--- config.mk ---
export PLATFORM = sky130hd
export DESIGN_NAME = axi_master_read
export DESIGN_NICKNAME = d
export VERILOG_FILES = /design/src/rtl/axi_master_read.sv
export SDC_FILE = /design/constraint.sdc
export NUM_CORES = 1
export LEC_CHECK = 0
export ABC_AREA = 0
export BUFFER_PORTS_ARGS = -buffer_cell sky130_fd_sc_hd__buf_2
export CAP_MARGIN = 0
export CELL_PAD_IN_SITES_DETAIL_PLACEMENT = 2
export CELL_PAD_IN_SITES_GLOBAL_PLACEMENT = 2
export CORE_MARGIN = 5
export CORE_UTILIZATION = 22
export CTS_BUF_LIST = sky130_fd_sc_hd__clkbuf_2 sky130_fd_sc_hd__clkbuf_4 sky130_fd_sc_hd__clkbuf_8
export DETAILED_ROUTE_END_ITERATION = 8
export HOLD_SLACK_MARGIN = 0.05
export PLACE_DENSITY = 0.92
export SYNTH_ARGS = -nofsm -noshare
export SYNTH_HDL_FRONTEND = slang
export SYNTH_SLANG_ARGS = --single-unit
--- constraint.sdc ---
create_clock -name axi_clk -period 5.27 [get_ports axi_clk]
set_clock_uncertainty 0.1 [all_clocks]
set_input_delay 0.527 -clock axi_clk [delete_from_list [all_inputs] [get_ports axi_clk]]
set_output_delay 0.527 -clock axi_clk [all_outputs]
set_load 0.05 [all_outputs]
--- src/rtl/axi_master_read.sv ---
// AXI4 read master: issues a single INCR burst per rd_start and streams the beats into a read FIFO.
// Optional build macro RD_ERR_CHECK_EN adds the sticky rd_err output and per-beat response checking.
module axi_master_read (
   input  logic        axi_clk,
   input  logic        axi_rst_n,
   output logic [3:0]  m_axi_ar_id,
   output logic [31:0] m_axi_ar_addr,
   output logic [7:0]  m_axi_ar_len,
   output logic [2:0]  m_axi_ar_size,
   output logic [1:0]  m_axi_ar_burst,
   output logic        m_axi_ar_lock,
   output logic [3:0]  m_axi_ar_cache,
   output logic [2:0]  m_axi_ar_prot,
   output logic [3:0]  m_axi_ar_qos,
   output logic        m_axi_ar_valid,
   input  logic        m_axi_ar_ready,
   input  logic [3:0]  m_axi_r_id,
   input  logic [63:0] m_axi_r_data,
   input  logic [1:0]  m_axi_r_resp,
   input  logic        m_axi_r_last,
   input  logic        m_axi_r_valid,
   output logic        m_axi_r_ready,
   input  logic        rd_start,
   input  logic [31:0] rd_adrs,
   input  logic [9:0]  rd_len,
   output logic        rd_ready,
   output logic        rd_fifo_we,
   output logic [63:0] rd_fifo_data,
   output logic        rd_done
`ifdef RD_ERR_CHECK_EN
   ,
   output logic        rd_err
`endif
);

   localparam logic [3:0] AR_ID = 4'b1111;

   typedef enum logic [2:0] {
      IDLE     = 3'd0,
      RA_WAIT  = 3'd1,
      RA_START = 3'd2,
      RA_HS    = 3'd3,
      RD_PROC  = 3'd4,
      RD_DONE  = 3'd5
   } state_t;

   state_t      state, state_nxt;
   logic [31:0] ar_addr_q, ar_addr_nxt;
   logic        ar_valid_q, ar_valid_nxt;
   logic [7:0]  cnt_q, cnt_nxt;
   logic [9:0]  len_m1;
   logic        r_hs;
   logic        unused_ok;

   assign len_m1         = rd_len - 10'd1;
   assign m_axi_ar_id    = AR_ID;
   assign m_axi_ar_addr  = ar_addr_q;
   assign m_axi_ar_len   = len_m1[7:0];
   assign m_axi_ar_size  = 3'b011;
   assign m_axi_ar_burst = 2'b01;
   assign m_axi_ar_lock  = 1'b0;
   assign m_axi_ar_cache = 4'b0010;
   assign m_axi_ar_prot  = 3'b000;
   assign m_axi_ar_qos   = 4'b0000;
   assign m_axi_ar_valid = ar_valid_q;

   assign m_axi_r_ready  = (state == RD_PROC);
   assign r_hs           = m_axi_r_valid & m_axi_r_ready;
   assign rd_fifo_we     = r_hs;
   assign rd_fifo_data   = m_axi_r_data;
   assign rd_ready       = (state == IDLE);
   assign rd_done        = (state == RD_DONE);

   always_ff @(posedge axi_clk or negedge axi_rst_n) begin
      if (!axi_rst_n) begin
         state      <= IDLE;
         ar_addr_q  <= '0;
         ar_valid_q <= 1'b0;
         cnt_q      <= '0;
      end else begin
         state      <= state_nxt;
         ar_addr_q  <= ar_addr_nxt;
         ar_valid_q <= ar_valid_nxt;
         cnt_q      <= cnt_nxt;
      end
   end

   always_comb begin
      state_nxt    = state;
      ar_addr_nxt  = ar_addr_q;
      ar_valid_nxt = ar_valid_q;
      cnt_nxt      = cnt_q;
      case (state)
         IDLE: begin
            if (rd_start) begin
               ar_addr_nxt = rd_adrs;
               state_nxt   = RA_WAIT;
            end
         end
         RA_WAIT: state_nxt = RA_START;
         RA_START: begin
            ar_valid_nxt = 1'b1;
            state_nxt    = RA_HS;
         end
         RA_HS: begin
            if (ar_valid_q && m_axi_ar_ready) begin
               ar_valid_nxt = 1'b0;
               cnt_nxt      = len_m1[7:0];
               state_nxt    = RD_PROC;
            end
         end
         RD_PROC: begin
            // Either the slave's r_last or our own beat count closes the burst.
            if (r_hs) begin
               cnt_nxt = (cnt_q == '0) ? '0 : cnt_q - 8'd1;
               if (m_axi_r_last || (cnt_q == '0))
                  state_nxt = RD_DONE;
            end
         end
         RD_DONE: state_nxt = IDLE;
         default: begin
            state_nxt    = IDLE;
            ar_valid_nxt = 1'b0;
         end
      endcase
   end

`ifdef RD_ERR_CHECK_EN
   logic err_beat;

   assign err_beat = r_hs & ((m_axi_r_resp != 2'b00) | (m_axi_r_id != AR_ID) |
                             (m_axi_r_last != (cnt_q == '0)));

   always_ff @(posedge axi_clk or negedge axi_rst_n) begin
      if (!axi_rst_n)
         rd_err <= 1'b0;
      else if (err_beat)
         rd_err <= 1'b1;
   end

   assign unused_ok = &{1'b0, len_m1[9:8]};
`else
   assign unused_ok = &{1'b0, m_axi_r_id, m_axi_r_resp, len_m1[9:8]};
`endif

endmodule

==> results of run 1 <==
critical path: stages:
cell and delay, ps:
buf_2 120, nor3_2 270, or4bb_1 540, xor2_1 170, inv_1 50, buf_2 250
cell type report:
type	instances	area share
Clock buffer	5	0.0231
Clock inverter	2	0.0202
Inverter	13	0.0164
Multi-Input combinational cell	136	0.344
Sequential cell	44	0.370
Tap cell	172	0.0724
Timing Repair Buffer	91	0.154
per-layer routing:
layer | GRT usage | share of wire | vias to the layer above | wire length [µm]
met1 | 0.107 | 0.40 | 894 | 2720
met5 | 0 | 0 | - | 0
met2 | 0.149 | 0.44 | 121 | 2980
met4 | 0.0448 | 0.032 | 0 | 218
li1 | - | - | 848 | -
met3 | 0.0346 | 0.13 | 31 | 869
cell usage in the layout (no fill, tap or decap), types with 3 or more instances in the layout:
master,count
buf_2,90
dfrtp_1,44
mux2_2,25
conb_1,21
inv_1,13
nor2_1,8
mux2_1,7
nand2_1,7
a21oi_1,6
nor3_1,5
xor2_1,5
clkbuf_8,5
nand3_1,4
nor3b_1,3
o21ai_0,3
ha_1,3
logic make-up (layout without fill, tap and decap cells):
family,Yosys count,in the layout
flip-flops,44,44
AND/OR/NAND/NOR,42,42
XOR/XNOR,5,5
other,2,21
adder cells (fa/ha/maj),3,3
multiplexers,32,32
buffers and inverters,105,111
AO/OA/AOI/OAI,33,33
worst paths after layout:
path | to | slack, ps | cells past startpoint
worst min register to register | m_axi_ar_addr[17] | 390 | 1
max in group asynchronous | m_axi_ar_addr[1] | 4130 | 1
worst max register to register | cnt_q[2] | 3120 | 6
worst max-delay path | m_axi_ar_len[7] | 2710 | 6
worst min-delay path | m_axi_ar_valid | 310 | 1
min in group axi_clk | m_axi_ar_addr[16] | 350 | 2
report_power, final:
part / internal (mW) / switching, mW / total, mW
registers: 0.505 / 0.126 / 0.630
logic: 0.296 / 0.772 / 1.07
clock network: 0.187 / 0.115 / 0.302
total: 0.988 / 1.01 / 2.00
state kept, by name (all words and copies together) (netlist names):
name	count
m_axi_ar_addr	32
cnt_q	8
state	3
m_axi_ar_valid	1
synth_stat cells (all sizes together) (2+ instances only):
cell type,count,area share
o221ai,2,0.0063
a21oi,7,0.014
nor3,6,0.013
buf,92,0.24
o2bb2ai,2,0.0063
nand3,4,0.0072
xor2,5,0.016
a31oi,3,0.0090
nor2,8,0.011
inv,13,0.018
o22ai,2,0.0045
o21ai,4,0.0072
dfrtp,44,0.40
nor3b,3,0.0081
ha,3,0.013
mux2,32,0.13
a2bb2oi,2,0.0063
and3b,2,0.0063
conb,2,0.0027
nand2b,2,0.0045
nand2,7,0.0094
through the flow:
stage	setup WS, ps	power, mW	cell area (µm²)
2_1_floorplan	2470	1.59	2850
3_3_place_gp	2730	1.67	2850
3_5_place_dp	2680	1.72	2850
4_1_cts	2680	2.03	2970
5_1_grt	2630	2.12	2970
6_report	2710	2.00	2970
==> flow_metrics.env, run 1 <==
export IMPL_status="complete, no violations"
export IMPL_cts_reportedPaths_clkPinSlew_ps=90
export IMPL_hp_class="input pin to asynchronous set/reset pin"
export IMPL_cts_root_buf="clkbuf_8"
export IMPL_crit_fanout=4
export IMPL_hold_buffers=0
export IMPL_path_class="input pin to output port"
export IMPL_grt_overflow=0
export IMPL_period_share=0.486
export IMPL_syn_area_um2=2780
export IMPL_max_cap_viol_count=0
export IMPL_antenna_found_initial=0
export IMPL_n_antenna_cell=0
export IMPL_ys_ff_latch=44
export IMPL_fillers=1451
export IMPL_grt_pass1_wl_um=11000
export IMPL_p_leak_nw=1.42
export IMPL_timing_fmax_ghz=0.391
export IMPL_setup_worst_path_start="rd_len[3]"
export IMPL_rr_startpoint="cnt_q[0]"
export IMPL_die_x_um=122
export IMPL_slew_viol_final=0
export IMPL_via_count=1894
export IMPL_routabilityCongestion=0.808
export IMPL_nets=412
export IMPL_ys_seq_area_frac=0.396
export IMPL_fp_dieH_um=122
export IMPL_synth_top_family_by_area="buffers and inverters"
export IMPL_start_util=0.222
export IMPL_yosys_warnings=0
export IMPL_synth_edf_count=0
export IMPL_synth_xor_xnor_area_share=0.0157
export IMPL_crit_required_ps=4640
export IMPL_dieArea_um2=15000
export IMPL_area_growth_syn_to_layout_pct=6.93
export IMPL_first_pass_iters=4
export IMPL_arrival_ps=1930
export IMPL_cts_tree="built"
export IMPL_cts_buffers=5
export IMPL_synth_fa_ha_area_frac=0.0135
export IMPL_ys_async_sr_fraction=1.00
export IMPL_grt_pass1_vias=2113
export IMPL_final_setup_tns_ps=0
export IMPL_ant_nets=0
export IMPL_finish_utilization=0.238
export IMPL_synth_main_ff_cell="dfrtp_1"
export IMPL_dp_hpwl_um=5450
export IMPL_avgSynthCellArea_um2=10.5
export IMPL_rows=41
export IMPL_drive_gt1_frac=0.450
export IMPL_routed_wl_um=6800
export IMPL_clock_latency_ps=290
export IMPL_peakVddDrop_mv=0.146
export IMPL_finalHoldWorstSlack_ps=309
export IMPL_regArea_um2=1100
export IMPL_finalCriticalPeriod_ps=2560
export IMPL_end_kind="output port"
export IMPL_start_kind="input pin"
export IMPL_placedCellCount=456
export IMPL_first_iter_violations=63
export IMPL_cts_resized_gates=0
export IMPL_drcViolationCount=0
export IMPL_viasPerCell=4.09
export IMPL_core_area_um2=12500
export IMPL_post_cts_buffers=0
export IMPL_finalNonFillerCells=463
export IMPL_clkSinkCount=44
export IMPL_route_detailed_wl_per_inst_um=14.7
export IMPL_rsz0062_at_grt="no"
export IMPL_relSlewSlack=0.320
export IMPL_synthMuxAreaShare=0.130
export IMPL_synth_compound_area_frac=0.0864
export IMPL_grt_max_degree=45
export IMPL_num_io_pins=248
export IMPL_synthSimpleGateAreaFrac=0.0940
export IMPL_multi_input_area_um2=1020
export IMPL_io_buffers=90
export IMPL_clk_path_buf_depth=2
export IMPL_p_per_area_nw_per_um2=673
export IMPL_max_slew_worst_pin_slew_ps=1020
export IMPL_finalSetupViolCount=0
export IMPL_syn_inst=266
export IMPL_cts_max_level=2
export IMPL_grt_usage=0.0919
export IMPL_ys_types=48
export IMPL_finalHoldViolCount=0
Note: power is estimated with default switching activity, not from simulation.
==> run 2, diff against run 1 <==
Settings changed: CORE_UTILIZATION 22 to 20, PLACE_DENSITY 0.92 to 0.85.
Clock period 5.27 ns to 2.7 ns, I/O delays scaled along.
==> flow_metrics.env, run 2 (synthesized netlist as in run 1, its figures left out) <==
export IMPL_fillers=1585
export IMPL_clk_path_buf_depth=2
export IMPL_cts_resized_gates=0
export IMPL_rr_startpoint="cnt_q[0]"
export IMPL_largest_reg_flops=32
export IMPL_start_kind="flip-flop"
export IMPL_dr_wl_met2_um=3520
export IMPL_viasPerCell=4.02
export IMPL_rows=43
export IMPL_dp_hpwl_um=5980
export IMPL_grt_overflow=0
export IMPL_rsz0062_at_grt="no"
export IMPL_crit_chain="or3b_1, inv_1, buf_2"
export IMPL_path_class="flip-flop to output port"
export IMPL_first_iter_violations=19
export IMPL_cts_max_level=2
export IMPL_grt_pass1_vias=2263
export IMPL_routed_wl_um=7320
export IMPL_route_detailed_wl_per_inst_um=15.5
export IMPL_timing_fmax_ghz=0.455
export IMPL_cts_root_buf="clkbuf_8"
export IMPL_post_cts_buffers=0
export IMPL_nets=412
export IMPL_core_area_um2=13800
export IMPL_cts_buffers=5
export IMPL_final_setup_tns_ps=0
export IMPL_end_kind="output port"
export IMPL_p_leak_nw=1.42
export IMPL_first_pass_iters=4
export IMPL_hold_buffers=0
export IMPL_cts_tree="built"
export IMPL_ant_nets=0
export IMPL_finalCriticalPeriod_ps=2200
export IMPL_power_total_mw=3.87
export IMPL_slowest_stage="or3b_1"
export IMPL_period_share=0.815
export IMPL_path_buf_inv=2
export IMPL_area_growth_syn_to_layout_pct=7.02
export IMPL_p_per_area_nw_per_um2=1300
export IMPL_wl_met3_um=713
export IMPL_max_slew_worst_pin_slew_ps=1010
export IMPL_n_antenna_cell=0
export IMPL_clkSinkCount=44
export IMPL_cts_reportedPaths_clkPinSlew_ps=100
export IMPL_slew_viol_final=0
export IMPL_drcViolationCount=0
export IMPL_routed_top_layer="met4"
export IMPL_mostFrequentLayoutCells="buf_2 (90), dfrtp_1 (44), mux2_2 (25), conb_1 (21), inv_1 (13)"
export IMPL_grt_pass1_wl_um=11600
export IMPL_relSlewSlack=0.330
export IMPL_routabilityCongestion=0.847
export IMPL_via_count=1899
export IMPL_hp_class="input pin to asynchronous set/reset pin"
export IMPL_arrival_ps=1830
export IMPL_start_util=0.202
export IMPL_slowest_delay_ps=600
export IMPL_grt_max_degree=45
export IMPL_peakVddDrop_mv=0.216
export IMPL_dieArea_um2=16400
export IMPL_grt_usage=0.0888
export IMPL_crit_family="simple AND/OR/NAND/NOR gates"
export IMPL_num_io_pins=248
export IMPL_max_cap_viol_count=0
export IMPL_antenna_found_initial=0
export IMPL_fp_dieH_um=128
export IMPL_crit_required_ps=2330
export IMPL_finalHoldViolCount=0
export IMPL_status="complete, no violations"
export IMPL_io_buffers=90
export IMPL_mostFrequentLayoutCell="buf_2"
export IMPL_drive_gt1_frac=0.452
export IMPL_clock_latency_ps=300
export IMPL_setup_worst_path_start="state[1]"
export IMPL_crit_fanout=12
export IMPL_finalSetupViolCount=0
export IMPL_rrSetupSlack_ps=530
export IMPL_die_x_um=128
export IMPL_m1WireLength_um=2830
## run 2: final timing paths
check	depth (start not counted)	to
min in group axi_clk	2	m_axi_ar_addr[2]
min reg2reg	1	m_axi_ar_addr[6]
max	3	m_axi_r_ready
min	1	cnt_q[2]
max in group asynchronous	1	m_axi_ar_addr[10]
max reg2reg	6	cnt_q[2]
## run 2: per-stage QoR
stage               worst slack, ps  area, µm²  std cells  hold WS, ps   util
floorplan                      36.6       2850        285         -126      -
global placement                673       2860        464          362  0.207
detailed placement              553       2860        464          375  0.207
CTS                             469       2980        472         63.1  0.216
global route                    379       2980        472         79.6  0.216
finish                          501       2980        472         39.6  0.216
## run 2: metal layers
layer,up-vias,GRT usage
li1,849,-
met1,916,0.0954
met2,113,0.156
met3,21,0.0258
met4,0,0.0487
met5,-,0
## run 2: area by class of cell
class                           count  area, µm²  area share
Clock inverter                      2       38.8      0.0130
Multi-Input combinational cell    136       1020       0.343
Timing Repair Buffer               91        458       0.154
Tap cell                          180        225      0.0757
Clock buffer                        6       82.6      0.0277
Inverter                           13       48.8      0.0164
Sequential cell                    44       1100       0.370
## run 2: where the power goes
group | leakage [nW] | switching, mW | internal, mW
combinational | 0.833 | 1.51 | 0.577
sequential | 0.527 | 0.262 | 0.986
clock | 0.0614 | 0.240 | 0.303
total | 1.42 | 2.01 | 1.87
==> run 3, diff against run 2 <==
Settings changed: CORE_UTILIZATION 20 to 18, PLACE_DENSITY 0.85 to 0.81.
Clock period 2.7 ns to 1.8 ns, I/O delays scaled along.
==> flow_metrics.env, run 3 (synthesized netlist as in run 1, its figures left out) <==
export IMPL_rr_worst_depth=5
export IMPL_slowest_stage="dfrtp_2"
export IMPL_via_count=2187
export IMPL_antenna_found_initial=0
export IMPL_clk_path_buf_depth=2
export IMPL_period_share=0.987
export IMPL_fp_dieH_um=134
export IMPL_hp_class="input pin to flip-flop"
export IMPL_die_x_um=134
export IMPL_viasPerCell=3.98
export IMPL_timing_fmax_ghz=0.563
export IMPL_io_buffers=90
export IMPL_finalHoldWorstSlack_ps=151
export IMPL_first_iter_violations=33
export IMPL_setup_slack_ps=23.5
export IMPL_first_pass_iters=4
export IMPL_rows=45
export IMPL_core_area_um2=15200
export IMPL_slew_viol_final=0
export IMPL_max_cap_viol_count=0
export IMPL_grt_pass1_wl_um=14000
export IMPL_path_class="flip-flop to output port"
export IMPL_dp_hpwl_um=6170
export IMPL_crit_fanout=6
export IMPL_p_per_area_nw_per_um2=1720
export IMPL_mostFrequentLayoutCell="buf_2"
export IMPL_rsz0062_at_grt="yes"
export IMPL_grt_max_degree=30
export IMPL_num_io_pins=248
export IMPL_finalCriticalPeriod_ps=1780
export IMPL_cts_buffers=5
export IMPL_clock_latency_ps=300
export IMPL_cts_tree="built"
export IMPL_finalHoldViolCount=0
export IMPL_arrival_ps=1500
export IMPL_cts_max_level=2
export IMPL_clkSinkCount=44
export IMPL_start_kind="flip-flop"
export IMPL_cts_reportedPaths_clkPinSlew_ps=80
export IMPL_largest_reg_flops=32
export IMPL_status="complete, no violations"
export IMPL_start_util=0.183
export IMPL_grt_usage=0.0986
export IMPL_fillers=1676
export IMPL_area_growth_syn_to_layout_pct=41.9
export IMPL_drcViolationCount=0
export IMPL_grt_overflow=0
export IMPL_p_leak_nw=1.87
export IMPL_mostFrequentLayoutCells="buf_2 (86), dfrtp_1 (42), dlygate4sd3_1 (34), mux2_4 (32), buf_4 (26)"
export IMPL_dieArea_um2=18000
export IMPL_crit_top_cell="buf_8"
export IMPL_hold_path_depth=4
export IMPL_end_kind="output port"
export IMPL_nets=481
export IMPL_power_total_mw=6.79
export IMPL_peakVddDrop_mv=0.580
export IMPL_finalSetupViolCount=0
export IMPL_n_antenna_cell=0
export IMPL_crit_required_ps=1520
export IMPL_finish_utilization=0.260
export IMPL_pre_cts_ws_ps=-99.7
export IMPL_route_detailed_wl_per_inst_um=17.1
export IMPL_routabilityCongestion=0.855
export IMPL_crit_chain="or3b_4, buf_8, inv_4, buf_8"
export IMPL_slowest_delay_ps=430
export IMPL_cts_root_buf="clkbuf_8"
export IMPL_routed_wl_um=9400
export IMPL_drive_gt1_frac=0.532
export IMPL_ant_nets=0
export IMPL_grt_pass1_vias=2550
[run 3: cell types whose count changed in the layout (fill, tap and decap cells not counted), sizes merged]
cell / before / now
buf: 91 / 122
clkbuf: 6 / 10
clkinvlp: 0 / 1
dlygate4sd3: 0 / 34
inv: 13 / 12
[run 3: routing by layer]
layer	track usage	vias to the layer above	part of all wire
met5	0	-	0
met4	0.0447	0	0.026
met3	0.0326	29	0.076
met2	0.176	118	0.49
met1	0.105	1056	0.40
li1	-	984	-
[run 3: final cells by class]
type / count / area [µm²] / share of cell area
Multi-Input combinational cell: 136 / 1250 / 0.318
Timing Repair Buffer: 160 / 1190 / 0.301
Sequential cell: 44 / 1100 / 0.280
Tap cell: 188 / 235 / 0.0596
Clock buffer: 6 / 76.3 / 0.0193
Inverter: 13 / 55.1 / 0.0140
Clock inverter: 2 / 35.0 / 0.00888
[run 3: path summary, 6_finish.rpt]
check | start | end | slack (ps)
min reg2reg | m_axi_ar_addr[6] | m_axi_ar_addr[6] | 420
min in group asynchronous | axi_rst_n | cnt_q[3] | 260
max | state[1] | m_axi_r_ready | 20
max reg2reg | state[0] | m_axi_ar_addr[26] | 30
min | m_axi_ar_ready | state[0] | 150
max in group asynchronous | axi_rst_n | m_axi_ar_addr[11] | 820
[run 3: through the flow]
step,cell area (µm²),std cells,setup TNS (ps)
floorplan,3060,285,-4000
global placement,3210,492,-31.0
detailed placement,3210,492,-199
CTS,3770,539,-33.9
global route,3950,549,-756
finish,3950,549,0
[run 3: where the power goes]
part,total [mW],internal [mW],switching [mW]
logic,4.12,1.54,2.58
clock network,0.776,0.427,0.349
registers,1.89,1.49,0.408
total,6.79,3.45,3.34
[run 3: repair_timing]
action	4_1_cts	5_1_grt
hold endpoints to repair	48	0
gates resized for setup	18	16
pin swaps	4	6
setup buffers	4	8
cloned	1	2
hold buffers	34	0
setup endpoints to repair	33	41
[run 3: critical path, delay by kind of cell (launching register included)]
| family | cells | cell delay, ps |
|---|---|---|
| AND/OR/NAND/NOR | 1 | 420 |
| buffers and inverters | 3 | 340 |
| flip-flops | 1 | 430 |
